<file path="src/rtl/pipe_intr_ctrl_pkg.sv">
// Shared encodings for the pipeline/interrupt control slice: pc_sel values,
// controller state codes and the default handler entry address.
// Imported by the interface, the top and the testbench.
package pipe_intr_ctrl_pkg;

  // Next-PC source select driven to the PC mux
  localparam logic [1:0] PCSEL_SEQ = 2'd0;  // sequential / branch path
  localparam logic [1:0] PCSEL_VEC = 2'd1;  // interrupt vector
  localparam logic [1:0] PCSEL_EPC = 2'd2;  // return to saved PC

  // Controller state codes (code 3 is unreachable and decodes as IDLE)
  localparam logic [1:0] ST_IDLE    = 2'd0;
  localparam logic [1:0] ST_HANDLER = 2'd1;
  localparam logic [1:0] ST_RETURN  = 2'd2;

  // Default handler entry address
  localparam logic [31:0] VECTOR_DEFAULT = 32'h0000_0008;

endpackage

</file>
<file path="src/rtl/pipe_intr_ctrl_if.sv">
// Hazard/interrupt inputs from the pipeline and control outputs back to it.
// master: pipeline side (drives ID/EX hazard info, IF PC, interrupt line).
// slave: the control block (drives stall, flush, pc_sel, epc, ie, ack).
interface pipe_intr_ctrl_if #(
  parameter int PC_W = 32
);
  logic            intr;
  logic [PC_W-1:0] if_pc;
  logic [4:0]      id_rs;
  logic [4:0]      id_rt;
  logic            id_use_rs;
  logic            id_use_rt;
  logic            id_is_branch;
  logic            id_is_eret;
  logic            ex_wreg;
  logic            ex_m2reg;
  logic [4:0]      ex_rn;

  logic            stall;
  logic            flush_ifid;
  logic [1:0]      pc_sel;
  logic [PC_W-1:0] vector;
  logic [PC_W-1:0] epc;
  logic            ie;
  logic            intr_ack;

  modport master (
    output intr, if_pc, id_rs, id_rt, id_use_rs, id_use_rt, id_is_branch,
           id_is_eret, ex_wreg, ex_m2reg, ex_rn,
    input  stall, flush_ifid, pc_sel, vector, epc, ie, intr_ack
  );

  modport slave (
    input  intr, if_pc, id_rs, id_rt, id_use_rs, id_use_rt, id_is_branch,
           id_is_eret, ex_wreg, ex_m2reg, ex_rn,
    output stall, flush_ifid, pc_sel, vector, epc, ie, intr_ack
  );
endinterface

</file>
<file path="src/rtl/pipe_intr_ctrl_load_use_detect.sv">
// Load-use hazard detector: EX load whose destination feeds an ID source.
// Latency: purely combinational, zero cycles.
// Backpressure: its output is the stall itself; no flow control of its own.
module load_use_detect (
  input  logic       ex_wreg,
  input  logic       ex_m2reg,
  input  logic [4:0] ex_rn,
  input  logic [4:0] id_rs,
  input  logic [4:0] id_rt,
  input  logic       id_use_rs,
  input  logic       id_use_rt,
  output logic       stall
);
  // r0 is hardwired zero, so a load targeting it never creates a hazard
  assign stall = ex_wreg & ex_m2reg & (ex_rn != 5'd0) &
                 ((id_use_rs & (ex_rn == id_rs)) | (id_use_rt & (ex_rn == id_rt)));
endmodule

</file>
<file path="src/rtl/pipe_intr_ctrl.sv">
// Pipeline control: load-use stall, IF/ID flush, next-PC select, interrupt entry/return, EPC.
// Latency: stall/flush/pc_sel are same-cycle; interrupt accept or eret -> new fetch after 1 edge.
// Backpressure: a stall or a branch delay slot holds an interrupt pending; a stall holds eret.
// Build option: define INTR_SYNC_EN to pass intr through a 2-flop synchroniser (+2 cycles).
module pipe_intr_ctrl
  import pipe_intr_ctrl_pkg::*;
#(
  parameter int              PC_W   = 32,
  parameter logic [PC_W-1:0] VECTOR = PC_W'(VECTOR_DEFAULT)
) (
  input  logic            clk,
  input  logic            clrn,
  pipe_intr_ctrl_if.slave bus
);

  logic [1:0]      state;
  logic [PC_W-1:0] epc_q;
  logic            ie_q;
  logic            stall;
  logic            intr_s;
  logic            take;
  logic            eret_go;
  logic [1:0]      pc_sel;
  logic            flush_ifid;
  logic            intr_ack;

  load_use_detect u_load_use_detect (
    .ex_wreg   (bus.ex_wreg),
    .ex_m2reg  (bus.ex_m2reg),
    .ex_rn     (bus.ex_rn),
    .id_rs     (bus.id_rs),
    .id_rt     (bus.id_rt),
    .id_use_rs (bus.id_use_rs),
    .id_use_rt (bus.id_use_rt),
    .stall     (stall)
  );

`ifdef INTR_SYNC_EN
  logic [1:0] intr_sync;

  // Two-flop synchroniser for an interrupt line from another clock domain
  always_ff @(posedge clk or negedge clrn) begin
    if (!clrn) intr_sync <= 2'b00;
    else       intr_sync <= {intr_sync[0], bus.intr};
  end

  assign intr_s = intr_sync[1];
`else
  assign intr_s = bus.intr;
`endif

  // Never accept inside a delay slot or while stalled: EPC must name an
  // instruction that can simply be refetched.
  assign take    = (state == ST_IDLE) & intr_s & ie_q & ~stall & ~bus.id_is_branch;
  assign eret_go = (state == ST_HANDLER) & bus.id_is_eret & ~stall;

  // Same-cycle redirect: vector on accept, EPC on eret, else sequential
  always_comb begin
    pc_sel     = PCSEL_SEQ;
    flush_ifid = 1'b0;
    intr_ack   = 1'b0;
    if (take) begin
      pc_sel     = PCSEL_VEC;
      flush_ifid = 1'b1;
      intr_ack   = 1'b1;
    end else if (eret_go) begin
      pc_sel     = PCSEL_EPC;
      flush_ifid = 1'b1;
    end
  end

  // Interrupt sequencing; RETURN is a one-cycle guard so the instruction at
  // EPC reaches IF/ID before another interrupt can be accepted.
  always_ff @(posedge clk or negedge clrn) begin
    if (!clrn) begin
      state <= ST_IDLE;
      epc_q <= '0;
      ie_q  <= 1'b1;
    end else begin
      case (state)
        ST_IDLE: begin
          if (take) begin
            epc_q <= bus.if_pc;
            ie_q  <= 1'b0;
            state <= ST_HANDLER;
          end
        end
        ST_HANDLER: begin
          if (eret_go) begin
            ie_q  <= 1'b1;
            state <= ST_RETURN;
          end
        end
        ST_RETURN: state <= ST_IDLE;
        default:   state <= ST_IDLE;
      endcase
    end
  end

  assign bus.stall      = stall;
  assign bus.flush_ifid = flush_ifid;
  assign bus.pc_sel     = pc_sel;
  assign bus.vector     = VECTOR;
  assign bus.epc        = epc_q;
  assign bus.ie         = ie_q;
  assign bus.intr_ack   = intr_ack;

endmodule

</file>
<file path="src/flat_wrapper.sv">
// flat-port wrapper written by rule: the top's interface ports become plain ports
module pipe_intr_ctrl_flat import pipe_intr_ctrl_pkg::*;
#(
  parameter int              PC_W   = 32,
  parameter logic [PC_W-1:0] VECTOR = PC_W'(VECTOR_DEFAULT)
)
  (clk, clrn, bus_intr, bus_if_pc, bus_id_rs, bus_id_rt, bus_id_use_rs, bus_id_use_rt, bus_id_is_branch, bus_id_is_eret, bus_ex_wreg, bus_ex_m2reg, bus_ex_rn, bus_stall, bus_flush_ifid, bus_pc_sel, bus_vector, bus_epc, bus_ie, bus_intr_ack);
  pipe_intr_ctrl_if #(.PC_W(PC_W)) bus_i ();
  input  logic clk;
  input  logic clrn;
  input wire logic [$bits(bus_i.intr)-1:0] bus_intr;
  input wire logic [$bits(bus_i.if_pc)-1:0] bus_if_pc;
  input wire logic [$bits(bus_i.id_rs)-1:0] bus_id_rs;
  input wire logic [$bits(bus_i.id_rt)-1:0] bus_id_rt;
  input wire logic [$bits(bus_i.id_use_rs)-1:0] bus_id_use_rs;
  input wire logic [$bits(bus_i.id_use_rt)-1:0] bus_id_use_rt;
  input wire logic [$bits(bus_i.id_is_branch)-1:0] bus_id_is_branch;
  input wire logic [$bits(bus_i.id_is_eret)-1:0] bus_id_is_eret;
  input wire logic [$bits(bus_i.ex_wreg)-1:0] bus_ex_wreg;
  input wire logic [$bits(bus_i.ex_m2reg)-1:0] bus_ex_m2reg;
  input wire logic [$bits(bus_i.ex_rn)-1:0] bus_ex_rn;
  output wire logic [$bits(bus_i.stall)-1:0] bus_stall;
  output wire logic [$bits(bus_i.flush_ifid)-1:0] bus_flush_ifid;
  output wire logic [$bits(bus_i.pc_sel)-1:0] bus_pc_sel;
  output wire logic [$bits(bus_i.vector)-1:0] bus_vector;
  output wire logic [$bits(bus_i.epc)-1:0] bus_epc;
  output wire logic [$bits(bus_i.ie)-1:0] bus_ie;
  output wire logic [$bits(bus_i.intr_ack)-1:0] bus_intr_ack;
  assign bus_i.intr = bus_intr;
  assign bus_i.if_pc = bus_if_pc;
  assign bus_i.id_rs = bus_id_rs;
  assign bus_i.id_rt = bus_id_rt;
  assign bus_i.id_use_rs = bus_id_use_rs;
  assign bus_i.id_use_rt = bus_id_use_rt;
  assign bus_i.id_is_branch = bus_id_is_branch;
  assign bus_i.id_is_eret = bus_id_is_eret;
  assign bus_i.ex_wreg = bus_ex_wreg;
  assign bus_i.ex_m2reg = bus_ex_m2reg;
  assign bus_i.ex_rn = bus_ex_rn;
  assign bus_stall = bus_i.stall;
  assign bus_flush_ifid = bus_i.flush_ifid;
  assign bus_pc_sel = bus_i.pc_sel;
  assign bus_vector = bus_i.vector;
  assign bus_epc = bus_i.epc;
  assign bus_ie = bus_i.ie;
  assign bus_intr_ack = bus_i.intr_ack;
  pipe_intr_ctrl #(.PC_W(PC_W), .VECTOR(VECTOR)) u_core (.clk(clk), .clrn(clrn), .bus(bus_i));
endmodule
</file>
<file path="config.mk">
export PLATFORM = sky130hd
export DESIGN_NAME = pipe_intr_ctrl_flat
export DESIGN_NICKNAME = d
export VERILOG_FILES = /design/src/rtl/pipe_intr_ctrl_pkg.sv /design/src/rtl/pipe_intr_ctrl_if.sv /design/src/rtl/pipe_intr_ctrl_load_use_detect.sv /design/src/rtl/pipe_intr_ctrl.sv /design/src/flat_wrapper.sv
export SDC_FILE = /design/constraint.sdc
export NUM_CORES = 1
export LEC_CHECK = 0
export ABC_AREA = 0
export BUFFER_PORTS_ARGS = -buffer_cell sky130_fd_sc_hd__buf_2
export CELL_PAD_IN_SITES_DETAIL_PLACEMENT = 0
export CELL_PAD_IN_SITES_GLOBAL_PLACEMENT = 1
export CORE_MARGIN = 2
export CORE_UTILIZATION = 30
export CTS_CLUSTER_DIAMETER = 100
export DETAILED_ROUTE_END_ITERATION = 8
export PLACE_DENSITY_LB_ADDON = 0.1
export SYNTH_ARGS = -nofsm -noshare
export SYNTH_HDL_FRONTEND = slang
export SYNTH_SLANG_ARGS = --single-unit
</file>
<file path="constraint.sdc">
create_clock -name clk -period 3.9 [get_ports clk]
set_clock_uncertainty 0.15 [all_clocks]
set_input_delay 0.585 -clock clk [delete_from_list [all_inputs] [get_ports clk]]
set_output_delay 0.585 -clock clk [all_outputs]
set_load 0.1 [all_outputs]
</file>
Yosys cells after proc, flatten, opt, wreduce, memory -nomap -nowiden. Index checks and enable logic that the tools add are counted.

Bitwise logic cells: 14. Multiplexer cells: 11. Reduce and logical (&&, ||, !) cells: 6. Eq/ne operators: 5.

Operator list (number): bitwise AND 1 bit (11); equality test 5 bit (2); 2-to-1 mux 2 bit (4); 2-to-1 mux 1 bit (5); nonzero test 5 bit (1); inequality test 2 x 1 -> 1 bit, second input constant (2); one-hot mux 2 bit (2 select lines) (1); AND reduction 2 bit (2); AND reduction 3 bit (1); equality test 2 x 1 -> 1 bit, second input constant (1); zero test 2 bit (1); inverter 1 bit (2); one-hot mux 1 bit (2 select lines) (1); nonzero test 2 bit (1); OR 1 bit (1).

Word-level logic and storage cells: 39. Bits of input ports: 56. Output and inout bits: 70. Register bits: 35.

Longest topological paths before layout.
Depth after elaboration: 9. Mapped depth: 7. Mapped depth without buffers: 5.

Cells and area by module. Synthesis repeated with hierarchy kept, for this count alone.

Cell total of the unflattened synthesis: 133. Area total of the unflattened synthesis: 1831.8 um^2.

By module, submodules not included: pipe_intr_ctrl (area each 1696.6 um^2, times used 1, seq. area each 877.1 um^2, cells each 116); load_use_detect (area each 135.1 um^2, times used 1, seq. area each 0.0 um^2, cells each 17).

Worst setup path before layout. OpenSTA, ideal clock, no wires.

Kind: input-to-output. Start: input bus_ex_rn[3]. End: output bus_flush_ifid. Setup slack: -0.497 ns. Stages on the path: 5. Arrival: 3.662 ns. Buffers on the path: 0. Path through: xor2_1 -> nor4_1 -> a32oi_1 -> nor2_1 -> a21oi_1.

Word-level cells in the longest chain between the ends: 8.

Ends and longest elaborated chain: from (decl) (RTL line flat_wrapper.sv:21) `input wire logic [$bits(bus_i.ex_rn)-1:0] bus_ex_rn;`; equality test 5 bit (RTL line pipe_intr_ctrl_load_use_detect.sv:16) `((id_use_rs & (ex_rn == id_rs)) | (id_use_rt & (ex_rn == id_rt)));`; bitwise AND 1 bit (RTL line pipe_intr_ctrl_load_use_detect.sv:16); OR 1 bit (RTL line pipe_intr_ctrl_load_use_detect.sv:16); bitwise AND 1 bit * (RTL line pipe_intr_ctrl_load_use_detect.sv:15) `assign stall = ex_wreg & ex_m2reg & (ex_rn != 5'd0) &`; named net bus_stall (RTL line flat_wrapper.sv:22) `output wire logic [$bits(bus_i.stall)-1:0] bus_stall;`; inverter 1 bit * (RTL line pipe_intr_ctrl.sv:54, pipe_intr_ctrl.sv:55); bitwise AND 1 bit, on equally long branches (RTL line pipe_intr_ctrl.sv:55, pipe_intr_ctrl.sv:54); 2-to-1 mux 1 bit or bitwise AND 1 bit (tied branches) (RTL line pipe_intr_ctrl.sv:66, pipe_intr_ctrl.sv:54); 2-to-1 mux 1 bit * (RTL line pipe_intr_ctrl.sv:62) `if (take) begin`; to (decl) (RTL line flat_wrapper.sv:23) `output wire logic [$bits(bus_i.flush_ifid)-1:0] bus_flush_ifid;`.

Mark *: on every way through the listed nets, which the timed path passes. The rest lies on a longest branch.

Worst setup path after layout.
Start: input bus_ex_rn[4]. End: output bus_stall.

Word-level cells in the longest chain between the ends: 4.

Ends and longest elaborated chain (RTL line): equality test 5 bit (pipe_intr_ctrl_load_use_detect.sv:16); bitwise AND 1 bit (pipe_intr_ctrl_load_use_detect.sv:16); OR 1 bit (pipe_intr_ctrl_load_use_detect.sv:16); bitwise AND 1 bit * (pipe_intr_ctrl_load_use_detect.sv:15); to (decl) (flat_wrapper.sv:22).

Every way passes the cells marked *; elsewhere a longest branch is shown, timed or not.

==> run summary <==
synthesized cell area: 1850 um2
crit path max fanout: 6
final worst slack: 921 ps
Slowest-stage cell, CP: buf_2
sequential element share of the synthesized area: 47.4%
Critical path buffers and inverters: 2
Setup Slack @ Placement: 967 ps
most used cell, CP: buf_2
TritonCTS clock tree: done
largest net degree at the start of global routing: 36
Routed WL per cell: 12.4 um
Die Y: 82.5 um
Top Ports: 126
final hold vios: 0
critical path launch point type: primary input
full die area: 6810 um2
GP Congestion: 0.630
most common cell after layout, fill and taps aside: buf_2
global-route wire length before repair: 5370 um
CP top delay family: simple AND/OR/NAND/NOR gates
CTS clock-pin slew for the worst setup and hold paths: 70 ps
Cell Rows: 28
pin slew with the least headroom to its limit: 808 ps
clk_lat worst skew: 280 ps
Routed WL: 3790 um
max cap viols: 0
via count: 1245
port bufs: 93
cell area after layout: 2370 um2
synth warn: 0
average size of a mapped cell: 13.8 um2
Sink Count: 35
# DRC: 0
Pwr Density: 373 nW/um2
ordered list of cells on the worst path: buf_2, xor2_1, nor4_1, a32oi_1, nor2_2, buf_2
FF-to-FF path depth: 5
Final setup viols: 0
reg2reg end: u_core.bus.epc[11]
vias in the first global route: 1132
WS Path Type: primary input to primary output
antenna violations before repair: 0
final core area utilization: 39.8%
HPWL Detailed: 2770 um
ant diodes: 0
Req. time, crit path: 3160 ps
core footprint: 5960 um2
largest cells by area after synthesis: dfrtp_1 (46%), mux2_4 (23%), buf_4 (13%)
CTS Hold Bufs: 0
total power: 885 uW
post_cts resized: 0
GRT Util Overall: 10.6%
crit path DAT: 2240 ps
f_max: 336 MHz
min cycle time layout: 2980 ps
status: finished, final reports clean
Finished Layout Cells: 305
Final Max Slew Viols: 0
worst min path class: primary input to asynchronous set/reset pin
Yosys top cell area share: 46.0%
global route overflow: 0
cell type with the highest aggregate area in the netlist: dfrtp_1
final setup TNS: 0 ps
register area: 877 um2
flop2flop setup slack: 1650 ps
fin crit share: 76.4%
ANT nets after route: 0
Starting Density: 31.1%
Slew HR: 46.1%
CP max stage delay: 490 ps
worst IR drop on VDD: 0.000170 V
DRT Pass-1 Iters: 3
Worst setup EP type: primary output
share of cells above drive strength 1: 60.4%
Area growth, synth to finish: 28.2%
Crit Reg-Reg Startpoint: u_core.bus.ie
Final #Nets: 285
fillcell total: 590
cells after synthesis: 134
Placement Cell Area: 2250 um2
Die W: 82.5 um
commonest cells after routing, fill and taps aside: buf_2 (93), dfrtp_1 (34), conb_1 (32)
Hold WS: 236 ps
Placed Cells: 297
unrepaired setup endpoints after global routing: false
Initial DRC Count: 10
H-tree Lvls: 2
vias per cell: 4.08
leakage power: 1.46 nW
CTS Buf Count: 5
Max Root-Sink Buffers: 2
multi-input logic area: 806 um2
register bit total from synthesis: 35
root buffer cell: clkbuf_8
Netlist cell types: 22
post-CTS setup buffer count: 0
## flip-flops by register name, indices dropped and copies added, names as in the netlist
register,cells
u_core.bus.epc,32
u_core.bus.ie,1
u_core.state,2
## where the power goes
part	switching (mW)	internal [mW]	leakage [nW]
combinational	0.158	0.0263	0.914
clock	0.131	0.207	0.0612
sequential	0	0.363	0.486
## routing by layer
layer / vias to the layer above / GRT usage, % / wire [um]
met5: - / 0 / 0
met3: 6 / 4.46 / 447
li1: 576 / - / -
met1: 587 / 12.8 / 1550
met2: 76 / 17.0 / 1740
met4: 0 / 3.93 / 53
## synthesized netlist by cell type
cell type  count
dfrtp_1       34
buf_4         33
mux2_4        28
xor2_1         8
mux2_2         4
buf_6          3
nor2_1         3
conb_1         2
nand2_1        2
nor4_1         2
o2bb2ai_1      2
or4_1          2
xnor2_1        2
a21oi_1        1
a32oi_1        1
and2_0         1
dfstp_2        1
inv_1          1
nor2b_1        1
o211ai_2       1
o21ai_0        1
o21bai_4       1
## worst register-to-register path: stages (launching register included)
cell	delay [ps]
dfstp_2	550
nand2_1	50
or4_1	480
o21bai_4	210
buf_4	320
mux2_4	390
## cell families (layout without fill, tap and decap cells)
family | count (synthesis) | count (layout) | share of synthesized area (%)
buffers and inverters | 37 | 103 | 15.4
flip-flops | 35 | 35 | 47.4
multiplexers | 32 | 32 | 25.2
AND/OR/NAND/NOR | 11 | 11 | 3.18
XOR/XNOR | 10 | 10 | 4.74
AO/OA/AOI/OAI | 7 | 7 | 3.65
other | 2 | 32 | 0.406
## layout make-up
type                       count  area share, %
clock inverter                 2           1.48
clock buffer                   6           3.48
multi-input combinational     92           34.0
timing repair buffer          94           19.9
tap                           75           3.96
sequential                    35           37.0
inverter                       1          0.158
## worst max path at each step
stage	from	endpoint	slack [ps]	cells past startpoint
detailed placement	bus_ex_rn[1]	bus_flush_ifid	970	6
global placement	bus_ex_rn[1]	bus_pc_sel[1]	980	6
finish	bus_ex_rn[4]	bus_stall	920	6
floorplan	bus_ex_rn[1]	bus_pc_sel[1]	170	4
CTS	bus_ex_rn[1]	bus_flush_ifid	960	6
global route	bus_ex_rn[3]	bus_stall	850	6
(Power assumes the default switching activity.)
